===== src/rtl/fetch_if.sv =====
// Signal bundle between the fetch unit, the instruction memory and the core.
// fetch_unit connects through the master modport; the environment uses slave.
interface fetch_if #(
  parameter int NPC_SEL_W = 2
);
  logic [NPC_SEL_W-1:0] npc_sel;
  logic                 advance;
  logic [31:0]          reg_target;
  logic                 imem_req;
  logic [31:0]          imem_addr;
  logic                 imem_rvalid;
  logic [31:0]          imem_rdata;
  logic [31:0]          instr;
  logic [5:0]           opcode;
  logic [5:0]           funct;
  logic                 instr_valid;
  logic [31:0]          pc;
  logic [31:0]          pc_plus4;
  logic                 fault;
  logic [31:0]          retired;

  modport master (
    input  npc_sel, advance, reg_target, imem_rvalid, imem_rdata,
    output imem_req, imem_addr, instr, opcode, funct, instr_valid,
           pc, pc_plus4, fault, retired
  );

  modport slave (
    output npc_sel, advance, reg_target, imem_rvalid, imem_rdata,
    input  imem_req, imem_addr, instr, opcode, funct, instr_valid,
           pc, pc_plus4, fault, retired
  );
endinterface


===== src/rtl/fetch_unit.sv =====
// Instruction fetch: requests one word at pc, holds it for decode until the
// core retires it, then computes the next pc from npc_sel.
//   state | meaning
//   IDLE  | one cycle after reset
//   FETCH | imem_req high at pc, waiting for imem_rvalid
//   HOLD  | instr valid for decode, waiting for advance
//   FAULT | misaligned next pc seen; left only through reset
module fetch_unit #(
  parameter logic [31:0] RESET_PC  = 32'h0000_3000,
  parameter int          NPC_SEL_W = 2
) (
  input  logic    clk,
  input  logic    reset,
  fetch_if.master bus
);

  typedef enum logic [1:0] {IDLE, FETCH, HOLD, FAULT} state_t;

  state_t               state, state_nxt;
  logic [31:0]          pc_q, pc_nxt;
  logic [31:0]          instr_q, instr_nxt;
  logic [31:0]          retired_q, retired_nxt;
  logic [31:0]          pc_plus4;
  logic [31:0]          br_off;
  logic [31:0]          target;
  logic [NPC_SEL_W-1:0] sel;

  assign sel      = bus.npc_sel;
  assign pc_plus4 = pc_q + 32'd4;
  assign br_off   = {{14{instr_q[15]}}, instr_q[15:0], 2'b00};

  always_comb begin
    target = pc_plus4;
    case (sel[1:0])
      2'b00:   target = pc_plus4;
      2'b01:   target = pc_plus4 + br_off;
      2'b10:   target = {pc_plus4[31:28], instr_q[25:0], 2'b00};
      default: target = bus.reg_target;
    endcase
  end

  always_ff @(posedge clk) begin
    if (reset) begin
      state     <= IDLE;
      pc_q      <= RESET_PC;
      instr_q   <= 32'd0;
      retired_q <= 32'd0;
    end else begin
      state     <= state_nxt;
      pc_q      <= pc_nxt;
      instr_q   <= instr_nxt;
      retired_q <= retired_nxt;
    end
  end

  always_comb begin
    state_nxt   = state;
    pc_nxt      = pc_q;
    instr_nxt   = instr_q;
    retired_nxt = retired_q;
    case (state)
      IDLE: state_nxt = FETCH;
      FETCH: begin
        if (bus.imem_rvalid) begin
          instr_nxt = bus.imem_rdata;
          state_nxt = HOLD;
        end
      end
      HOLD: begin
        if (bus.advance) begin
          retired_nxt = retired_q + 32'd1;
          pc_nxt      = target;
          // A misaligned target is still recorded in pc so it can be inspected.
          state_nxt   = (target[1:0] != 2'b00) ? FAULT : FETCH;
        end
      end
      FAULT:   state_nxt = FAULT;
      default: state_nxt = IDLE;
    endcase
  end

  assign bus.imem_req    = (state == FETCH);
  assign bus.imem_addr   = pc_q;
  assign bus.instr       = instr_q;
  assign bus.opcode      = instr_q[31:26];
  assign bus.funct       = instr_q[5:0];
  assign bus.instr_valid = (state == HOLD);
  assign bus.pc          = pc_q;
  assign bus.pc_plus4    = pc_plus4;
  assign bus.fault       = (state == FAULT);
  assign bus.retired     = retired_q;

endmodule


===== src/flat_wrapper.sv =====
// flat-port wrapper written by rule: the top's interface ports become plain ports
module fetch_unit_flat 
#(
  parameter logic [31:0] RESET_PC  = 32'h0000_3000,
  parameter int          NPC_SEL_W = 2
)
  (clk, reset, bus_npc_sel, bus_advance, bus_reg_target, bus_imem_rvalid, bus_imem_rdata, bus_imem_req, bus_imem_addr, bus_instr, bus_opcode, bus_funct, bus_instr_valid, bus_pc, bus_pc_plus4, bus_fault, bus_retired);
  fetch_if #(.NPC_SEL_W(NPC_SEL_W)) bus_i ();
  input  logic clk;
  input  logic reset;
  input wire logic [$bits(bus_i.npc_sel)-1:0] bus_npc_sel;
  input wire logic [$bits(bus_i.advance)-1:0] bus_advance;
  input wire logic [$bits(bus_i.reg_target)-1:0] bus_reg_target;
  input wire logic [$bits(bus_i.imem_rvalid)-1:0] bus_imem_rvalid;
  input wire logic [$bits(bus_i.imem_rdata)-1:0] bus_imem_rdata;
  output wire logic [$bits(bus_i.imem_req)-1:0] bus_imem_req;
  output wire logic [$bits(bus_i.imem_addr)-1:0] bus_imem_addr;
  output wire logic [$bits(bus_i.instr)-1:0] bus_instr;
  output wire logic [$bits(bus_i.opcode)-1:0] bus_opcode;
  output wire logic [$bits(bus_i.funct)-1:0] bus_funct;
  output wire logic [$bits(bus_i.instr_valid)-1:0] bus_instr_valid;
  output wire logic [$bits(bus_i.pc)-1:0] bus_pc;
  output wire logic [$bits(bus_i.pc_plus4)-1:0] bus_pc_plus4;
  output wire logic [$bits(bus_i.fault)-1:0] bus_fault;
  output wire logic [$bits(bus_i.retired)-1:0] bus_retired;
  assign bus_i.npc_sel = bus_npc_sel;
  assign bus_i.advance = bus_advance;
  assign bus_i.reg_target = bus_reg_target;
  assign bus_i.imem_rvalid = bus_imem_rvalid;
  assign bus_i.imem_rdata = bus_imem_rdata;
  assign bus_imem_req = bus_i.imem_req;
  assign bus_imem_addr = bus_i.imem_addr;
  assign bus_instr = bus_i.instr;
  assign bus_opcode = bus_i.opcode;
  assign bus_funct = bus_i.funct;
  assign bus_instr_valid = bus_i.instr_valid;
  assign bus_pc = bus_i.pc;
  assign bus_pc_plus4 = bus_i.pc_plus4;
  assign bus_fault = bus_i.fault;
  assign bus_retired = bus_i.retired;
  fetch_unit #(.RESET_PC(RESET_PC), .NPC_SEL_W(NPC_SEL_W)) u_core (.clk(clk), .reset(reset), .bus(bus_i));
endmodule

===== config.mk =====
export PLATFORM = sky130hd
export DESIGN_NAME = fetch_unit_flat
export DESIGN_NICKNAME = d
export VERILOG_FILES = /design/src/rtl/fetch_if.sv /design/src/rtl/fetch_unit.sv /design/src/flat_wrapper.sv
export SDC_FILE = /design/constraint.sdc
export NUM_CORES = 1
export LEC_CHECK = 0
export ABC_AREA = 1
export CORE_MARGIN = 8
export CORE_UTILIZATION = 25
export DETAILED_ROUTE_END_ITERATION = 10
export MAX_ROUTING_LAYER = met4
export PLACE_DENSITY = 0.59
export SETUP_SLACK_MARGIN = 0.3
export SYNTH_ARGS = -nofsm -noshare
export SYNTH_HDL_FRONTEND = slang
export SYNTH_SLANG_ARGS = --single-unit

===== constraint.sdc =====
create_clock -name clk -period 2.81 [get_ports clk]
set_clock_uncertainty 0.2 [all_clocks]
set_input_delay 0.562 -clock clk [delete_from_list [all_inputs] [get_ports clk]]
set_output_delay 0.562 -clock clk [all_outputs]
set_load 0.05 [all_outputs]

# --- Word-level counts from Yosys, hierarchy flattened ---
# Index checks and enable logic that the tools add are counted.
# W data, S select, Z words.
word_totals:
  regBits: 98
  in_bits: 70
  output_inout_bits: 175
  word_cells: 25
classes:
  addsub: 3
  eq_ne: 7
  n_mux: 5
  n_reduce_logical: 6
ops:
  columns: ["op", "n"]
  rows:
  - ["$pmux W32 S3", 1]
  - ["$add A32 B1 Y32 const B", 1]
  - ["$add A32 B3 Y32 const B", 1]
  - ["$add A32 B32 Y32", 1]
  - ["$pmux W2 S4", 1]
  - ["$eq A2 B2 Y1 const B", 3]
  - ["$mux W2", 3]
  - ["$reduce_and A2 Y1", 3]
  - ["$eq A2 B1 Y1 const B", 2]
  - ["$logic_not A2 Y1", 2]
  - ["$ne A2 B2 Y1 const B", 2]
  - ["$reduce_bool A2 Y1", 1]

# --- Longest topological paths before layout ---
# Gate-level depths: netlist (run 1).
logic_depth:
  depth_word: 7
  depth_mapped: 23
  mapped_depth_nobuf: 23

# --- Least setup slack after synthesis (run 1) ---
# No wires, ideal clock.
synth_timing:
  path_kind: "register to register"
  from: "register u_core.pc_q[2] (netlist: u_core.bus.imem_addr[2])"
  to: "register u_core.pc_q[30] (netlist: u_core.bus.imem_addr[30])"
  setup_time_ns: 0.070
  arrival_ns: 4.015
  required_time_ns: 2.540
  setup_slack_ns: -1.475
  path_stages_with_launch: 19
  n_path_buf: 0
  synth_period_minus_slack_ns: 4.285
  path_cell_list: "dfxtp_1 > inv_1 > nor2_4 > nand2_1 > nor2_4 > nor2_1 > a21oi_1 > ha_1 > nand2_1 > inv_1 > a21oi_1 > nor2_1 > nor2_1 > nor2_1 > nor2_1 > nand2_1 > nand2_1 > nand3_1 > a21oi_1"
synth_via:
  elab_chain_len: 3
synth_lines:
  columns: ["element", "line", "text"]
  rows:
  - ["start: declaration", "fetch_unit.sv:20", "logic [31:0] pc_q, pc_nxt;"]
  - ["start signal: assignment", "fetch_unit.sv:50", "pc_q <= pc_nxt;"]
  - ["$add A32 B3 Y32", "fetch_unit.sv:29", "assign pc_plus4 = pc_q + 32'd4;"]
  - ["via bus_pc_plus4[2]", "flat_wrapper.sv:23", "output wire logic [$bits(bus_i.pc_plus4)-1:0] bus_pc_plus4;"]
  - ["$add A32 B32 Y32", "fetch_unit.sv:36", "2'b01: target = pc_plus4 + br_off;"]
  - ["$pmux W32 S3", "fetch_unit.sv:34", "case (sel[1:0])"]
# The timed path passes the listed nets, and every way through them passes these cells.
# A chain may end at the register's enable or synchronous reset.

# --- Worst setup path in the final report (run 1) ---
layout_timing:
  from: "register u_core.pc_q[3] (netlist: u_core.bus.imem_addr[3])"
  to: "register u_core.pc_q[12] (netlist: u_core.bus.imem_addr[12])"
layout_via:
  elab_chain_len: 3
layout_lines:
  columns: ["element", "line"]
  rows:
  - ["$add A32 B3 Y32 (*)", "fetch_unit.sv:29"]
  - ["$add A32 B32 Y32", "fetch_unit.sv:36"]
  - ["$pmux W32 S3 (*)", "fetch_unit.sv:34"]
# Every way passes the cells marked *; elsewhere a longest branch is shown, timed or not.

==> results.json, run 1 <==
{
  "synth_seq_cells": 98,
  "maxSlewHeadroom": 0.332,
  "dr.pass1.iters": 7,
  "outcome": "finished, violations left",
  "syn_inst": 1401,
  "hpwl_mm": 33.1,
  "io_pins": 245,
  "cap_viol_max_count": 0,
  "powerDensity_nw_per_um2": 264,
  "clock-sinks": 98,
  "drc": 0,
  "crit_type": "flip-flop to flip-flop",
  "grt_max_degree": 76,
  "holdWs_ns": 0.280,
  "setup_slack_ns": -0.346,
  "grt_usage": 0.215,
  "clockBufferDepth": 2,
  "clkLatencyLatePin_ns": 0.37,
  "ant_nets": 0,
  "cts_tree": "built",
  "cp.arrival_ns": 3.26,
  "fp.dieW_um": 197,
  "start_kind": "flip-flop",
  "die_area_sq_um": 39000,
  "synth_top_area_share": 0.239,
  "place.port_buffers": 244,
  "synth_cell_type_count": 45,
  "layout-drive-gt1-share": 0.375,
  "report.final.setup_viol": 38,
  "yosysSeqAreaShare": 0.239,
  "violations": "setup timing",
  "syn_area_sq_um": 8220,
  "antenna_found_initial": 2,
  "clkTransAtPathRegs_ns": 0.08,
  "vdd_drop_max_uv": 308,
  "hold_class": "flip-flop to flip-flop",
  "fin_area_sq_um": 15400,
  "post-route-min-period_ns": 3.16,
  "area_delta_synth_final_pct": 87.6,
  "core_sq_um": 32500,
  "hold_viol": 0,
  "cp_max_fo": 4,
  "slew_viol_final": 0,
  "fmax_ghz": 0.317,
  "synth_top_cell_by_area": "dfxtp_1",
  "die_h_um": 197,
  "hold_buffers": 0,
  "tns_ns": -8.13,
  "place_area_sq_um": 13100,
  "cts_buffers": 9,
  "worst_slew_pin_slew_ns": 1.00,
  "grt_pass1_vias": 10800,
  "fillers": 3214,
  "drt_iter0_drc": 682,
  "rsz0062_at_grt": "yes",
  "p_leak_nw": 7.17,
  "vias": 10900,
  "grt_overflow": 0,
  "dp_slack_ns": -0.589,
  "synth_warnings": 0,
  "endpoint_kind": "flip-flop",
  "std_cell_rows": 66,
  "utilization": 0.475,
  "viasPerCell": 4.72,
  "yosys-top-cells-area": "dfxtp_1, nand2_1, inv_1",
  "crit_required_ns": 2.91,
  "finalWirelength_mm": 42.0,
  "grt_pass1_wl_mm": 62.3,
  "fin_nets": 1970,
  "root_buffer": "clkbuf_16",
  "avgSynthCellArea_sq_um": 5.87,
  "place.gp.congestion": 1.02,
  "fin_crit_sh": 1.12,
  "avgRoutedWirePerCell_um": 18.2,
  "cts-htree-levels": 3,
  "syn_nets": 1507,
  "initial_core_util": 0.253
}
[synth_stat cells, drive strengths merged]
master and instances:
nand3 78, a21o 1, a22o 2, nor4 8, nor3 28, nand4 24, a41oi 1, a41o 2
xor2 18, nor2 157, a31oi 2, nand3b 4, o21a 2, a21oi 105, dfxtp 98, nand2 455
o21ai 59, fa 1, nor3b 4, o211ai 5, inv 203, a31o 2, ha 35, o2111ai 2
and2 5, xnor2 6, o21bai 5, or2 6, buf 53, a211oi 1, clkbuf 28, o22ai 1
[cell type report]
| class | instances | area, sq um | area share |
|---|---|---|---|
| multi-input cells | 1019 | 6600 | 0.428 |
| flip-flops and latches | 98 | 2020 | 0.131 |
| clock inverters | 5 | 61.3 | 0.00397 |
| inverters | 203 | 796 | 0.0516 |
| diodes | 2 | 5.00 | 0.000324 |
| well taps | 442 | 553 | 0.0358 |
| clock buffers | 11 | 233 | 0.0151 |
| repair buffers | 533 | 5160 | 0.335 |
[worst max-delay path: stages (launching register included)]
cell and delay, ns:
dfxtp_4 0.37, nand2_1 0.08, nor2_4 0.22, nand2_4 0.10, buf_12 0.14, nor3_4 0.14
buf_6 0.15, xor2_4 0.22, ha_4 0.25, nand2_4 0.08, inv_2 0.04, nand2_2 0.06
nand2_2 0.07, nand3b_1 0.28, nand2_1 0.11, nand2_1 0.05, o211ai_1 0.22, buf_4 0.18
inv_2 0.03, o21ai_1 0.09
[cell usage in the layout, fill, tap and decap left out, types with 6 or more instances in the layout]
cell type / instances
dfxtp_1: 75
nor2_2: 27
xor2_1: 10
ha_1: 12
nor4_1: 8
dfxtp_2: 11
o21ai_0: 47
nand2_4: 34
xor2_4: 7
buf_12: 29
inv_2: 35
clkbuf_16: 9
a21oi_2: 22
nor3_2: 6
nand4_1: 22
inv_1: 158
nor2_4: 35
o21ai_1: 8
buf_4: 222
dlymetal6s2s_1: 16
nand3_4: 7
nand2_1: 339
dfxtp_4: 12
nand3_1: 52
nor2_1: 95
nand2_2: 81
a21oi_1: 80
nand3_2: 19
nor3_4: 7
dlygate4sd2_1: 27
clkinvlp_4: 7
ha_4: 21
clkdlybuf4s50_1: 170
nor3_1: 15
buf_6: 63
[timing repair]
| item | in CTS | in global routing |
|---|---|---|
| gates resized for setup | 233 | 219 |
| hold endpoints to repair | 0 | 0 |
| cloned | 0 | 0 |
| pin swaps | 64 | 84 |
| buffers inserted | 42 | 29 |
| endpoints found under the setup margin | 78 | 68 |
[logic make-up (layout without fill, tap and decap cells)]
kind of cell    Yosys count  after routing  synth area share
compound gates          190            190             0.125
other cells               0              2                 0
simple gates            769            769             0.402
flops                    98             98             0.239
fa+ha+maj                36             36            0.0557
xor+xnor                 24             24            0.0256
buf+inv                 284            752             0.153
[registers in the layout, indices dropped and copies added (netlist names)]
| name | flops |
|---|---|
| u_core.bus.retired | 32 |
| u_core.bus.imem_addr | 32 |
| u_core.state | 2 |
| u_core.bus.instr | 32 |
[per-stage QoR]
stage	cells	power, mW
after floorplan	1401	2.12
after global placement	2224	2.65
after detailed placement	2224	2.65
after CTS	2282	4.04
after global routing	2313	4.24
final	2313	4.07
[path summary, 6_finish.rpt]
kind / endpoint / cells after the start / from / slack, ns
max reg2reg: u_core.bus.imem_addr[12] / 19 / u_core.bus.imem_addr[3] / -0.35
min reg2reg: u_core.bus.retired[31] / 2 / u_core.bus.retired[31] / 0.28
max: u_core.bus.imem_addr[12] / 19 / u_core.bus.imem_addr[3] / -0.35
min: u_core.bus.retired[31] / 2 / u_core.bus.retired[31] / 0.28
[layer usage]
layer  vias up  GRT usage  wire length [um]
met5         -          -                 0
met4         0     0.0713              1460
met3        74     0.0499              3190
met2       387      0.355             19800
met1      5113      0.255             17600
li1       5333          -                 -
[power breakdown]
group | switching (mW) | total, mW | internal (mW) | leakage (nW)
Combinational | 0.745 | 1.27 | 0.526 | 6.22
Sequential | 0.0535 | 1.47 | 1.42 | 0.807
Clock | 0.626 | 1.33 | 0.700 | 0.145
Total | 1.42 | 4.07 | 2.65 | 7.17
Note: power is estimated with default switching activity, not from simulation.
==> run 2: changes to the inputs <==
- PLACE_DENSITY: 0.59 -> not set
==> results.json, run 2 (synthesis gave the netlist of run 1 again) <==
{
  "vdd_drop_max_uv": 243,
  "multi_input_area_sq_um": 6620,
  "setup_slack_ns": -0.429,
  "fin_area_sq_um": 15300,
  "cap_viol_max_count": 0,
  "area_delta_synth_final_pct": 86.5,
  "r2r-end": "u_core.bus.imem_addr[22]",
  "cp_max_fo": 4,
  "drt_iter0_drc": 749,
  "rsz0062_at_grt": "yes",
  "clockBufferDepth": 2,
  "met1_length_mm": 17.8,
  "cts_buffers": 9,
  "drc": 0,
  "cts_tree": "built",
  "clkLatencyLatePin_ns": 0.37,
  "r2r_cells": 20,
  "core_sq_um": 32500,
  "ff2ff_setup_slack_ns": -0.43,
  "powerDensity_nw_per_um2": 278,
  "start_kind": "flip-flop",
  "hpwl_mm": 32.8,
  "hold_viol": 0,
  "place.port_buffers": 244,
  "worst_slew_pin_slew_ns": 0.966,
  "clock-sinks": 98,
  "place_area_sq_um": 13100,
  "grt_max_degree": 76,
  "final_common_cell": "nand2_1",
  "endpoint": "u_core.bus.imem_addr[22]",
  "dr.pass1.iters": 5,
  "cts-htree-levels": 3,
  "regArea_sq_um": 2020,
  "final_cell_mix": "nand2_1, buf_4, clkdlybuf4s50_1",
  "slew_viol_final": 0,
  "fin_crit_sh": 1.15,
  "violations": "setup timing",
  "wl_met3_mm": 2.78,
  "viasPerCell": 4.70,
  "std_cell_rows": 66,
  "grt_pass1_vias": 11100,
  "crit_required_ns": 2.83,
  "die_h_um": 197,
  "crit_type": "flip-flop to flip-flop",
  "endpoint_kind": "flip-flop",
  "fmax_ghz": 0.309,
  "fp.dieW_um": 197,
  "report.final.setup_viol": 36,
  "antenna_found_initial": 4,
  "avgRoutedWirePerCell_um": 18.3,
  "r2r_start": "u_core.bus.imem_addr[2]",
  "place.gp.congestion": 1.05,
  "grt_pass1_wl_mm": 63.4,
  "clkTransAtPathRegs_ns": 0.08,
  "grt_overflow": 0,
  "initial_core_util": 0.253,
  "layout-drive-gt1-share": 0.362,
  "die_area_sq_um": 39000,
  "finalPower_mw": 4.27,
  "maxSlewHeadroom": 0.356,
  "cp.arrival_ns": 3.26,
  "crit_path_start": "u_core.bus.imem_addr[2]",
  "hold_class": "flip-flop to flip-flop",
  "outcome": "finished, violations left",
  "fin_nets": 1953,
  "post-route-min-period_ns": 3.24,
  "ant_nets": 0,
  "fillers": 3197,
  "io_pins": 245,
  "finalWirelength_mm": 42.1,
  "p_leak_nw": 7.09,
  "dr.max_layer_used": "met4",
  "vias": 10800,
  "grt_usage": 0.216,
  "met2_length_mm": 20.2,
  "root_buffer": "clkbuf_16",
  "hold_buffers": 0
}
-- run 2: repair_timing --
action | CTS | global route
setup buffers | 33 | 18
resized for setup | 283 | 147
endpoints found under the hold margin | 0 | 0
endpoints found under the setup margin | 76 | 70
pin swaps | 90 | 94
-- run 2: how the worst min path moves through the flow --
stage	slack [ns]	end	start	cells after the start
6_report	0.27	u_core.bus.retired[31]	u_core.bus.retired[31]	2
5_1_grt	0.28	u_core.bus.retired[31]	u_core.bus.retired[31]	2
4_1_cts	0.27	u_core.bus.retired[31]	u_core.bus.retired[31]	2
3_5_place_dp	0.26	u_core.bus.retired[31]	u_core.bus.retired[31]	2
3_3_place_gp	0.25	u_core.bus.retired[31]	u_core.bus.retired[31]	2
2_1_floorplan	0.29	u_core.state[1]	u_core.state[0]	2
-- run 2: critical path, stage by stage, from the launching register on --
cell        delay [ns]
dfxtp_4           0.36
buf_6             0.10
clkinvlp_4        0.10
nor2_4            0.20
buf_6             0.14
nand3_4           0.07
nor2_4            0.14
inv_2             0.07
nand2_4           0.08
clkinvlp_4        0.18
ha_4              0.35
nand2_4           0.09
nor2_4            0.16
buf_6             0.12
nand4_1           0.20
nand3_1           0.16
nand2_1           0.07
nand3_2           0.11
nand2_1           0.06
nand2_1           0.07
a21oi_2           0.05
-- run 2: layout make-up --
type,instances,area share
Multi-Input combinational cell,1019,0.432
Antenna cell,3,0.000490
Tap cell,442,0.0361
Timing Repair Buffer,516,0.324
Clock inverter,6,0.00685
Clock buffer,10,0.0163
Sequential cell,98,0.132
Inverter,203,0.0522
-- run 2: per-layer routing --
metal	GRT usage	vias up
li1	-	5292
met1	0.260	5068
met2	0.359	373
met3	0.0405	73
met4	0.0685	0
met5	-	-
-- run 2: power breakdown --
group	total (mW)	internal, mW	switching (mW)
Clock	1.53	0.856	0.676
Sequential	1.47	1.42	0.0542
Combinational	1.27	0.520	0.745
Total	4.27	2.79	1.48
-- run 2: per-stage QoR --
stage          cells  worst slack (ns)  TNS [ns]  utilization  hold WS [ns]
6_report        2297            -0.429     -7.47        0.473         0.273
2_1_floorplan   1401            -0.510    -10.65            -         0.287
5_1_grt         2297            -0.524    -12.48        0.473         0.283
4_1_cts         2276            -0.261     -4.45        0.452         0.273
3_3_place_gp    2227            -0.715     -7.73        0.404         0.246
3_5_place_dp    2227            -0.746     -8.69        0.404         0.257
